File: src/rtl/sevenseg_scan_ctrl.sv
// ---------------------------------------------------------------------------
// sevenseg_scan_ctrl
//
// Multiplexed seven-segment scan controller. A load-strobed shadow register
// holds the packed BCD word and decimal-point requests; a free-running refresh
// counter advances a digit index every REFRESH_DIV cycles, and the selected
// digit is decoded into registered, active-low segment/dp outputs plus a
// one-hot, active-high digit enable.
//
// Parameters:
//   NUM_DIGITS   number of multiplexed digits (1..8)
//   REFRESH_DIV  clock cycles each digit stays active (>= 2)
//
// Ports:
//   clk     in   system clock
//   rst     in   synchronous, active-high reset
//   load    in   latch bcd_in/dp_in into the shadow register
//   bcd_in  in   packed BCD, bits [4k+3:4k] = digit k, digit 0 rightmost
//   dp_in   in   per-digit decimal point request, 1 = lit
//   enable  in   1 = display on, 0 = all digits off (scan keeps running)
//   seg     out  segments {a,b,c,d,e,f,g}, active-low
//   dp      out  decimal point, active-low
//   dig     out  one-hot digit enable, active-high
//
// Build option:
//   SEVSEG_LZ_BLANK_EN  when defined, leading zeros (with no decimal point
//                       requested) are blanked; digit 0 is never blanked.
// ---------------------------------------------------------------------------
module sevenseg_scan_ctrl #(
    parameter int NUM_DIGITS  = 4,
    parameter int REFRESH_DIV = 65536
) (
    input  logic                      clk,
    input  logic                      rst,
    input  logic                      load,
    input  logic [4*NUM_DIGITS-1:0]   bcd_in,
    input  logic [NUM_DIGITS-1:0]     dp_in,
    input  logic                      enable,
    output logic [6:0]                seg,
    output logic                      dp,
    output logic [NUM_DIGITS-1:0]     dig
);

    localparam int IDX_W = (NUM_DIGITS > 1) ? $clog2(NUM_DIGITS) : 1;
    localparam int CNT_W = $clog2(REFRESH_DIV);

    localparam logic [CNT_W-1:0] CNT_LAST = CNT_W'(REFRESH_DIV - 1);
    localparam logic [IDX_W-1:0] IDX_LAST = IDX_W'(NUM_DIGITS - 1);
    localparam logic [6:0]       SEG_OFF  = 7'b1111111;

    logic [4*NUM_DIGITS-1:0] bcd_sh;
    logic [NUM_DIGITS-1:0]   dp_sh;
    logic [CNT_W-1:0]        cnt;
    logic [IDX_W-1:0]        idx;

    logic [NUM_DIGITS-1:0]   lz_blank;
    logic [3:0]              cur_code;
    logic                    cur_dp_req;
    logic                    cur_blank;
    logic [NUM_DIGITS-1:0]   cur_onehot;

    function automatic logic [6:0] decode(input logic [3:0] code);
        case (code)
            4'd0:    return 7'b0000001;
            4'd1:    return 7'b1001111;
            4'd2:    return 7'b0010010;
            4'd3:    return 7'b0000110;
            4'd4:    return 7'b1001100;
            4'd5:    return 7'b0100100;
            4'd6:    return 7'b0100000;
            4'd7:    return 7'b0001111;
            4'd8:    return 7'b0000000;
            4'd9:    return 7'b0000100;
            default: return SEG_OFF;    // codes 10..15 show blank
        endcase
    endfunction

    // Leading-zero mask: digit k is blank when it and every digit above it
    // hold 0 with no decimal point requested. Scanning from the top digit
    // down, the running AND breaks at the first significant digit.
    // NOTE: every signal written in always_comb gets a default first so no
    // path leaves it unassigned, which would otherwise infer a latch.
    always_comb begin
        lz_blank = '0;
`ifdef SEVSEG_LZ_BLANK_EN
        begin
            logic lz_run;
            lz_run = 1'b1;
            for (int k = NUM_DIGITS - 1; k >= 1; k--) begin
                lz_run      = lz_run & (bcd_sh[4*k +: 4] == 4'd0) & ~dp_sh[k];
                lz_blank[k] = lz_run;
            end
        end
`endif
    end

    // Select the active digit's code, dp request and blanking flag.
    always_comb begin
        cur_code   = 4'd0;
        cur_dp_req = 1'b0;
        cur_blank  = 1'b0;
        cur_onehot = '0;
        for (int k = 0; k < NUM_DIGITS; k++) begin
            if (idx == IDX_W'(k)) begin
                cur_code      = bcd_sh[4*k +: 4];
                cur_dp_req    = dp_sh[k];
                cur_blank     = lz_blank[k];
                cur_onehot[k] = 1'b1;
            end
        end
    end

    // NOTE: all state is updated with non-blocking assignments so every
    // register samples values from before the edge, independent of order.
    always_ff @(posedge clk) begin
        if (rst) begin
            bcd_sh <= '0;
            dp_sh  <= '0;
            cnt    <= '0;
            idx    <= '0;
            seg    <= SEG_OFF;
            dp     <= 1'b1;
            dig    <= '0;
        end else begin
            if (load) begin
                bcd_sh <= bcd_in;
                dp_sh  <= dp_in;
            end

            // The scan runs regardless of enable so re-enabling stays in phase.
            if (cnt == CNT_LAST) begin
                cnt <= '0;
                idx <= (idx == IDX_LAST) ? '0 : idx + 1'b1;
            end else begin
                cnt <= cnt + 1'b1;
            end

            // Outputs reflect the state present before this edge, giving a
            // fixed one-cycle latency from shadow/index to the pins.
            if (!enable) begin
                seg <= SEG_OFF;
                dp  <= 1'b1;
                dig <= '0;
            end else if (cur_blank) begin
                seg <= SEG_OFF;
                dp  <= 1'b1;
                dig <= cur_onehot;
            end else begin
                seg <= decode(cur_code);
                dp  <= ~cur_dp_req;
                dig <= cur_onehot;
            end
        end
    end

endmodule
File: config.mk
export PLATFORM = sky130hd
export DESIGN_NAME = sevenseg_scan_ctrl
export DESIGN_NICKNAME = d
export VERILOG_FILES = /design/src/rtl/sevenseg_scan_ctrl.sv
export SDC_FILE = /design/constraint.sdc
export NUM_CORES = 1
export LEC_CHECK = 0
export ABC_AREA = 0
export BUFFER_PORTS_ARGS = -buffer_cell sky130_fd_sc_hd__buf_2
export CAP_MARGIN = 20
export CORE_AREA = 3 3 120 88
export DETAILED_ROUTE_END_ITERATION = 7
export DIE_AREA = 0 0 123 91
export GPL_ROUTABILITY_DRIVEN = 0
export PLACE_DENSITY_LB_ADDON = 0.08
export SYNTH_ARGS = -nofsm -noshare
export SYNTH_HDL_FRONTEND = slang
export SYNTH_SLANG_ARGS = --single-unit
File: constraint.sdc
create_clock -name clk -period 3.1 [get_ports clk]
set_input_delay 0.155 -clock clk [delete_from_list [all_inputs] [get_ports clk]]
set_output_delay 0.155 -clock clk [all_outputs]
set_load 0.02 [all_outputs]
==> metrics.md, run 1 <==
| Metric | Value |
|---|---|
| Fmax achieved | 404 MHz |
| Sequential fraction of the synthesis area | 42.7% |
| Destination of the critical timing path | seg[2] |
| Clock Skews | 5.12 ps |
| CTS resizes | 0 |
| DRC Markers | 0 |
| Top post-synthesis cells by area | dfxtp_1 43%, mux2i_1 9.4%, nor2_1 7.0% |
| Rel. slew slack | 55.1% |
| Synth unique cells | 44 |
| GRT met1 Usage | 14.4% |
| Lkg Pwr | 1.13 nW |
| Worst slew pin tran | 673 ps |
| Power Dens Cells | 522 mW/mm^2 |
| DIE WIDTH | 123 um |
| Setup slack, reg-to-reg | 620 ps |
| Critical Path Start | idx[0] |
| Area after DPL | 0.00260 mm^2 |
| Rows | 30 |
| Total wire length | 5.22 mm |
| Hold_ws | 95.7 ps |
| Met2 GRT Util | 13.3% |
| Initial DRT Pass Iterations | 4 |
| Critical setup path kind | flop to flop |
| Wire length per cell | 13.2 um |
| # IOs | 36 |
| RR Startpoint | idx[0] |
| CP endpoint kind | flop |
| CP most frequent cell | ha_1 |
| Max IR drop VDD | 0.193 mV |
| Tcrit/Tclk final | 79.8% |
| Req. time, crit path | 3320 ps |
| Grt met3 use | 3.18% |
| Reg2reg path depth | 7 |
| Worst skew pair latency | 290 ps |
| Gr busiest metal | met1 |
| Worst hold path type | primary input to flop |
| Longest Clk Path Bufs | 2 |
| Initial core utilization | 24.7% |
| Initial antenna violation count | 0 |
| Setup TNS | 0 ps |
| Detail Placement HPWL | 3.71 mm |
| Final Power | 1.45 mW |
| Hold-fix buffers, CTS | 0 |
| Tot GR Track Use | 9.87% |
| Total core area | 0.00950 mm^2 |
| Ratio of cells with drive above 1 in the final layout | 21.0% |
| Fin. max-slew vios | 0 |
| Outcome | completed |
| Slowest-stage cell, CP | ha_1 |
| 1st-iter DRT viols | 97 |
| Number of port buffers | 35 |
| Setup bufs post-CTS | 0 |
| First-pass GRT wire length | 8.56 mm |
| Die area | 0.0112 mm^2 |
| Synth top area share | 42.7% |
| Crit-path max cell delay | 610 ps |
| Final Cell Area | 0.00277 mm^2 |
| Unrepaired setup endpoints after global routing | false |
| Post-Synthesis Cells | 237 |
| Util after Layout | 29.2% |
| Area leader, netlist | dfxtp_1 |
| Synth warn | 0 |
| Ant. Diodes | 0 |
| CP startpoint kind | flop |
| Total CTS buffers | 5 |
| Final ANT Viol Nets | 0 |
| Reg2reg end | seg[2] |
| Clock transition at the registers of the reported paths | 70 ps |
| GR Overflow Total | 0 |
| Vias per std cell | 4.25 |
| Vias in the first global route | 1646 |
| Syn Area/Cell | 9.89 um^2 |
| Die Ht | 91 um |
| Register area | 0.00100 mm^2 |
| Area Growth Syn to Fin | 18.3% |
| CTS Sinks | 50 |
| Synthesized cell area | 0.00234 mm^2 |
| Root Driver | clkbuf_16 |
| CTS H-tree depth | 2 |
| Synth Register Bits | 50 |
| Period minus WS final | 2480 ps |
| CP Cell Sequence | ha_1 > a211oi_1 > a221oi_4 > inv_1 > ha_1 > mux2_2 > a32oi_1 |
| Largest net degree at the start of global routing | 32 |
| Final setup viols | 0 |
| Crit Path Max Fanout | 16 |
| Routed via count | 1680 |
| CTS tree | yes |
| Final #Nets | 302 |
| Mapped Nets | 272 |
| # fillers | 1010 |
| Final hold violation count | 0 |
| Area of the multi-input gates | 0.00123 mm^2 |
| Maxcap violations | 0 |
| CP arrival | 2690 ps |
-- report_power, final --
group	internal, mW	switching, mW	total (mW)
clock	0.399	0.241	0.640
sequential	0.669	0.0135	0.682
combinational	0.0544	0.0699	0.124
total	1.12	0.325	1.45
-- critical path: cells and delay by family, from the launching register on --
| family | cells | cell delay, ps |
|---|---|---|
| multiplexers | 1 | 260 |
| AO/OA/AOI/OAI | 3 | 780 |
| flip-flops | 1 | 380 |
| buffers and inverters | 1 | 150 |
| adder cells (fa/ha/maj) | 2 | 830 |
-- through the flow --
stage,worst slack (ps),cells
after global routing,414,395
after CTS,600,395
after floorplan,1020,237
after global placement,676,388
final,625,395
after detailed placement,621,388
-- per-layer routing --
metal / up-vias / part of all wire, % / wire [um]
met3: 7 / 4.2 / 220
met4: 0 / 1.7 / 87
met2: 26 / 40 / 2080
met1: 766 / 54 / 2820
li1: 881 / - / -
met5: - / 0 / 0
-- registers in the layout, summed over array words and instances (netlist names) --
register,flops
bcd_sh,16
cnt,16
seg,7
dig,4
dp_sh,4
idx,2
dp,1
-- kinds of logic (layout without fill, tap and decap cells) --
group	Yosys count	in the layout	synth area share (%)
adder cells (fa/ha/maj)	11	11	5.87
buffers and inverters	22	52	4.80
AND/OR/NAND/NOR	89	89	20.4
flip-flops	50	50	42.7
AO/OA/AOI/OAI	28	28	11.0
XOR/XNOR	13	13	4.86
multiplexers	24	24	10.4
-- cell usage in the layout, fill, tap and decap left out, drive strengths merged, types with 2 or more instances in the layout --
cell	instances
a211oi	6
a21oi	4
a221oi	2
a22oi	2
a311oi	2
a31o	2
a32oi	3
and2	4
buf	35
clkbuf	6
dfxtp	50
ha	11
inv	10
mux2	2
mux2i	22
nand2	7
nand3	6
nand3b	4
nand4	3
nor2	44
nor2b	4
nor3	4
nor3b	5
nor4	3
o21ai	2
xnor2	10
xor2	3
-- cell usage after synthesis, drive strengths merged --
cell type   n
o21ai       2
nor3b       5
and3        1
nand3       6
and2b       1
nor3        4
and3b       1
mux2        2
a31o        2
xor2        3
and4        1
a221oi      2
xnor2      10
nand4       3
clkbuf      6
a32oi       3
nor2       44
a21boi      1
a211oi      6
a22oi       2
or2b        1
nor2b       4
a211o       1
a311oi      2
mux2i      22
ha         11
nand2       7
nor4        3
and2        4
dfxtp      50
o31ai       1
a221o       1
a21oi       4
buf         6
nand3b      4
a41o        1
inv        10
-- cell type report --
| type | count | area share, % |
|---|---|---|
| well taps | 128 | 5.78 |
| flip-flops and latches | 50 | 36.1 |
| multi-input cells | 165 | 44.4 |
| inverters | 10 | 1.35 |
| clock inverters | 1 | 1.08 |
| repair buffers | 35 | 6.32 |
| clock buffers | 6 | 5.01 |
-- worst min path at each step --
stage | from | to | slack (ps) | cells past startpoint
3_5_place_dp | bcd_in[6] | bcd_sh[6] | 400 | 3
4_1_cts | bcd_in[15] | bcd_sh[15] | 90 | 3
3_3_place_gp | bcd_in[11] | bcd_sh[11] | 390 | 3
2_1_floorplan | dp_in[0] | dp_sh[0] | 300 | 2
5_1_grt | bcd_in[15] | bcd_sh[15] | 90 | 3
6_report | bcd_in[15] | bcd_sh[15] | 100 | 3
No activity file was read; power rests on OpenSTA's default activity.
==> inputs of run 2 (changes only) <==
Settings changed: ABC_AREA 0 to 1, CORE_AREA 3 3 120 88 to 3 3 119 87, DIE_AREA 0 0 123 91 to 0 0 122 90.
Clock period 3.1 ns to 2.3 ns, I/O delays scaled along.
==> metrics.md, run 2 <==
| Metric | Value |
|---|---|
| Top cells by count, synth | 54 x nor2_1, 50 x dfxtp_1, 42 x nand2_1 |
| Largest family of logic cells by synthesized area | simple AND/OR/NAND/NOR gates |
| Total wire length | 5.47 mm |
| Detail Placement HPWL | 4.26 mm |
| Syn Area/Cell | 7.69 um^2 |
| Synth unique cells | 30 |
| Ratio of cells with drive above 1 in the final layout | 21.2% |
| Destination of the critical timing path | seg[1] |
| Worst slew pin tran | 675 ps |
| Post-synthesis adder-cell area fraction | 5.96% |
| Maxcap violations | 0 |
| Crit Path Max Fanout | 6 |
| Sequential fraction of the synthesis area | 43.4% |
| GR Overflow Total | 0 |
| Worst skew pair latency | 290 ps |
| Synth warn | 0 |
| Area of the multi-input gates | 0.00115 mm^2 |
| Register area | 0.00100 mm^2 |
| Unrepaired setup endpoints after global routing | false |
| Most frequent cell after synthesis | nor2_1 |
| Dpl ws | 220 ps |
| Clock transition at the registers of the reported paths | 70 ps |
| RR Startpoint | idx[1] |
| CP endpoint kind | flop |
| Initial DRT Pass Iterations | 4 |
| Synthesized cell area | 0.00231 mm^2 |
| First-pass GRT wire length | 8.91 mm |
| DIE WIDTH | 122 um |
| Total core area | 0.00911 mm^2 |
| Setup slack, reg-to-reg | 290 ps |
| Reg2reg path depth | 13 |
| CTS Sinks | 50 |
| CP Cell Sequence | inv_1 > ha_1 > inv_2 > nand2_1 > nand3_1 > nand2_1 > o21ai_1 > inv_1 > ha_1 > inv_1 > nand3_1 > nand3_1 > nand3_1 |
| Longest Clk Path Bufs | 2 |
| Root Driver | clkbuf_16 |
| CP most frequent cell | nand3_1 |
| Reg2reg end | seg[1] |
| Setup TNS | 0 ps |
| Mapped Nets | 335 |
| Top post-synthesis cells by area | dfxtp_1 43%, nor2_1 8.8%, nand2_1 6.8% |
| Worst hold path type | primary input to flop |
| Power Dens Cells | 665 mW/mm^2 |
| Compound-Gate Fraction of Synth Area | 10.5% |
| Hold-fix buffers, CTS | 0 |
| Final hold violation count | 0 |
| Initial core utilization | 25.3% |
| Lkg Pwr | 1.16 nW |
| Multiplexer area fraction after synthesis | 0% |
| XOR/XNOR Fraction of Synth Area | 1.90% |
| CP startpoint kind | flop |
| Period minus WS final | 2010 ps |
| Synth top area share | 43.4% |
| Outcome | completed |
| Commonest non-fill, non-tap cells in the layout | 54 x nor2_1, 50 x dfxtp_1, 42 x nand2_1 |
| Clock Skews | 6.38 ps |
| Area share of and/or/nand/nor cells after synthesis | 31.5% |
| Die Ht | 90 um |
| Synth Register Bits | 50 |
| Slowest-stage cell, CP | dfxtp_1 |
| Total CTS buffers | 5 |
| Vias in the first global route | 1780 |
| Fmax achieved | 498 MHz |
| 1st-iter DRT viols | 71 |
| Area Growth Syn to Fin | 19.7% |
| Critical Path Start | idx[1] |
| Die area | 0.0110 mm^2 |
| Largest net degree at the start of global routing | 24 |
| Ant. Diodes | 0 |
| Tot GR Track Use | 10.4% |
| # fillers | 1010 |
| Wire length per cell | 11.8 um |
| Final setup viols | 0 |
| Vias per std cell | 4.16 |
| Rows | 29 |
| CP arrival | 2190 ps |
| Ys async rst share | 0% |
| Final #Nets | 373 |
| CTS tree | yes |
| Post-synth EDFFs | 0 |
| Area leader, netlist | dfxtp_1 |
| Tcrit/Tclk final | 87.3% |
| Post-Synthesis Cells | 300 |
| CTS H-tree depth | 2 |
| Fin. max-slew vios | 0 |
| Req. time, crit path | 2480 ps |
| Final setup margin | 291 ps |
| Most common cell after layout, fill and taps aside | nor2_1 |
| Worst hold path depth | 2 |
| Largest regs | bcd_sh x16, cnt x16, seg x7 |
| Initial antenna violation count | 0 |
| DRC Markers | 0 |
| Final ANT Viol Nets | 0 |
| Crit-path max cell delay | 380 ps |
| Rel. slew slack | 55.0% |
| # IOs | 36 |
| Routed via count | 1924 |
| Max IR drop VDD | 0.240 mV |
| Critical setup path kind | flop to flop |
| Prevailing post-synth register cell | dfxtp_1 |
| Number of port buffers | 35 |
## run 2: cell count changes after synthesis, sizes merged, moves of 4 or more
| cell | delta |
|---|---|
| nand2 | +41 |
| o21ai | +23 |
| mux2i | -22 |
| inv | +21 |
| nand3 | +21 |
| nor2 | +18 |
| a21oi | +13 |
| xnor2 | -9 |
| a211oi | -6 |
| buf | -5 |
| and2 | -4 |
| nor2b | -4 |
## run 2: worst max-delay path, delay by kind of cell (launching register included)
kind	cells	cell delay (ps)
adders and majority gates	2	470
and+or+nand+nor	6	430
DFF	1	380
buffers and inverters	4	370
AOI/OAI and AO/OA	1	250
## run 2: repair_timing
item                       4_1_cts  5_1_grt
resized for setup                0        1
setup buffers                    0        0
setup endpoints to repair        0        1
## run 2: cell type report
type,count,area share (%)
flip-flops and latches,50,36.2
repair buffers,37,6.88
multi-input cells,213,41.7
inverters,31,4.21
clock buffers,7,5.16
clock inverters,1,0.181
well taps,124,5.62
## run 2: worst min path at each step
stage	start	to	slack, ps
final	rst	idx[1]	30
after global routing	rst	cnt[12]	30
after CTS	rst	idx[1]	30
after detailed placement	rst	idx[1]	340
after global placement	dp_in[3]	dp_sh[3]	340
after floorplan	rst	idx[0]	180
## run 2: logic make-up after synthesis
logic type,after synthesis
DFF,50
AOI/OAI and AO/OA,44
and+or+nand+nor,153
adders and majority gates,11
xor gates and xnor gates,5
buffers and inverters,37
## run 2: per-layer routing
metal,GRT usage [%],vias to the layer above,part of all wire (%)
met5,0,-,0
met3,3.26,8,4.6
met2,12.8,35,36
met1,16.7,839,59
li1,-,1042,-
met4,3.08,0,1.2
## run 2: power breakdown
part / switching (mW) / total (mW) / internal (mW)
combinational: 0.107 / 0.168 / 0.0607
clock: 0.315 / 0.747 / 0.432
sequential: 0.0177 / 0.922 / 0.905
## run 2: through the flow
step	util [%]	area (um^2)	cells	total power, mW	hold WS, ps
after global routing	30.3	2760	463	1.94	33.4
after detailed placement	28.7	2620	455	1.11	339
final	30.3	2760	463	1.84	33.1
after CTS	30.3	2760	463	1.88	29.2
after floorplan	-	2310	300	1.05	184
after global placement	28.7	2620	455	1.12	338
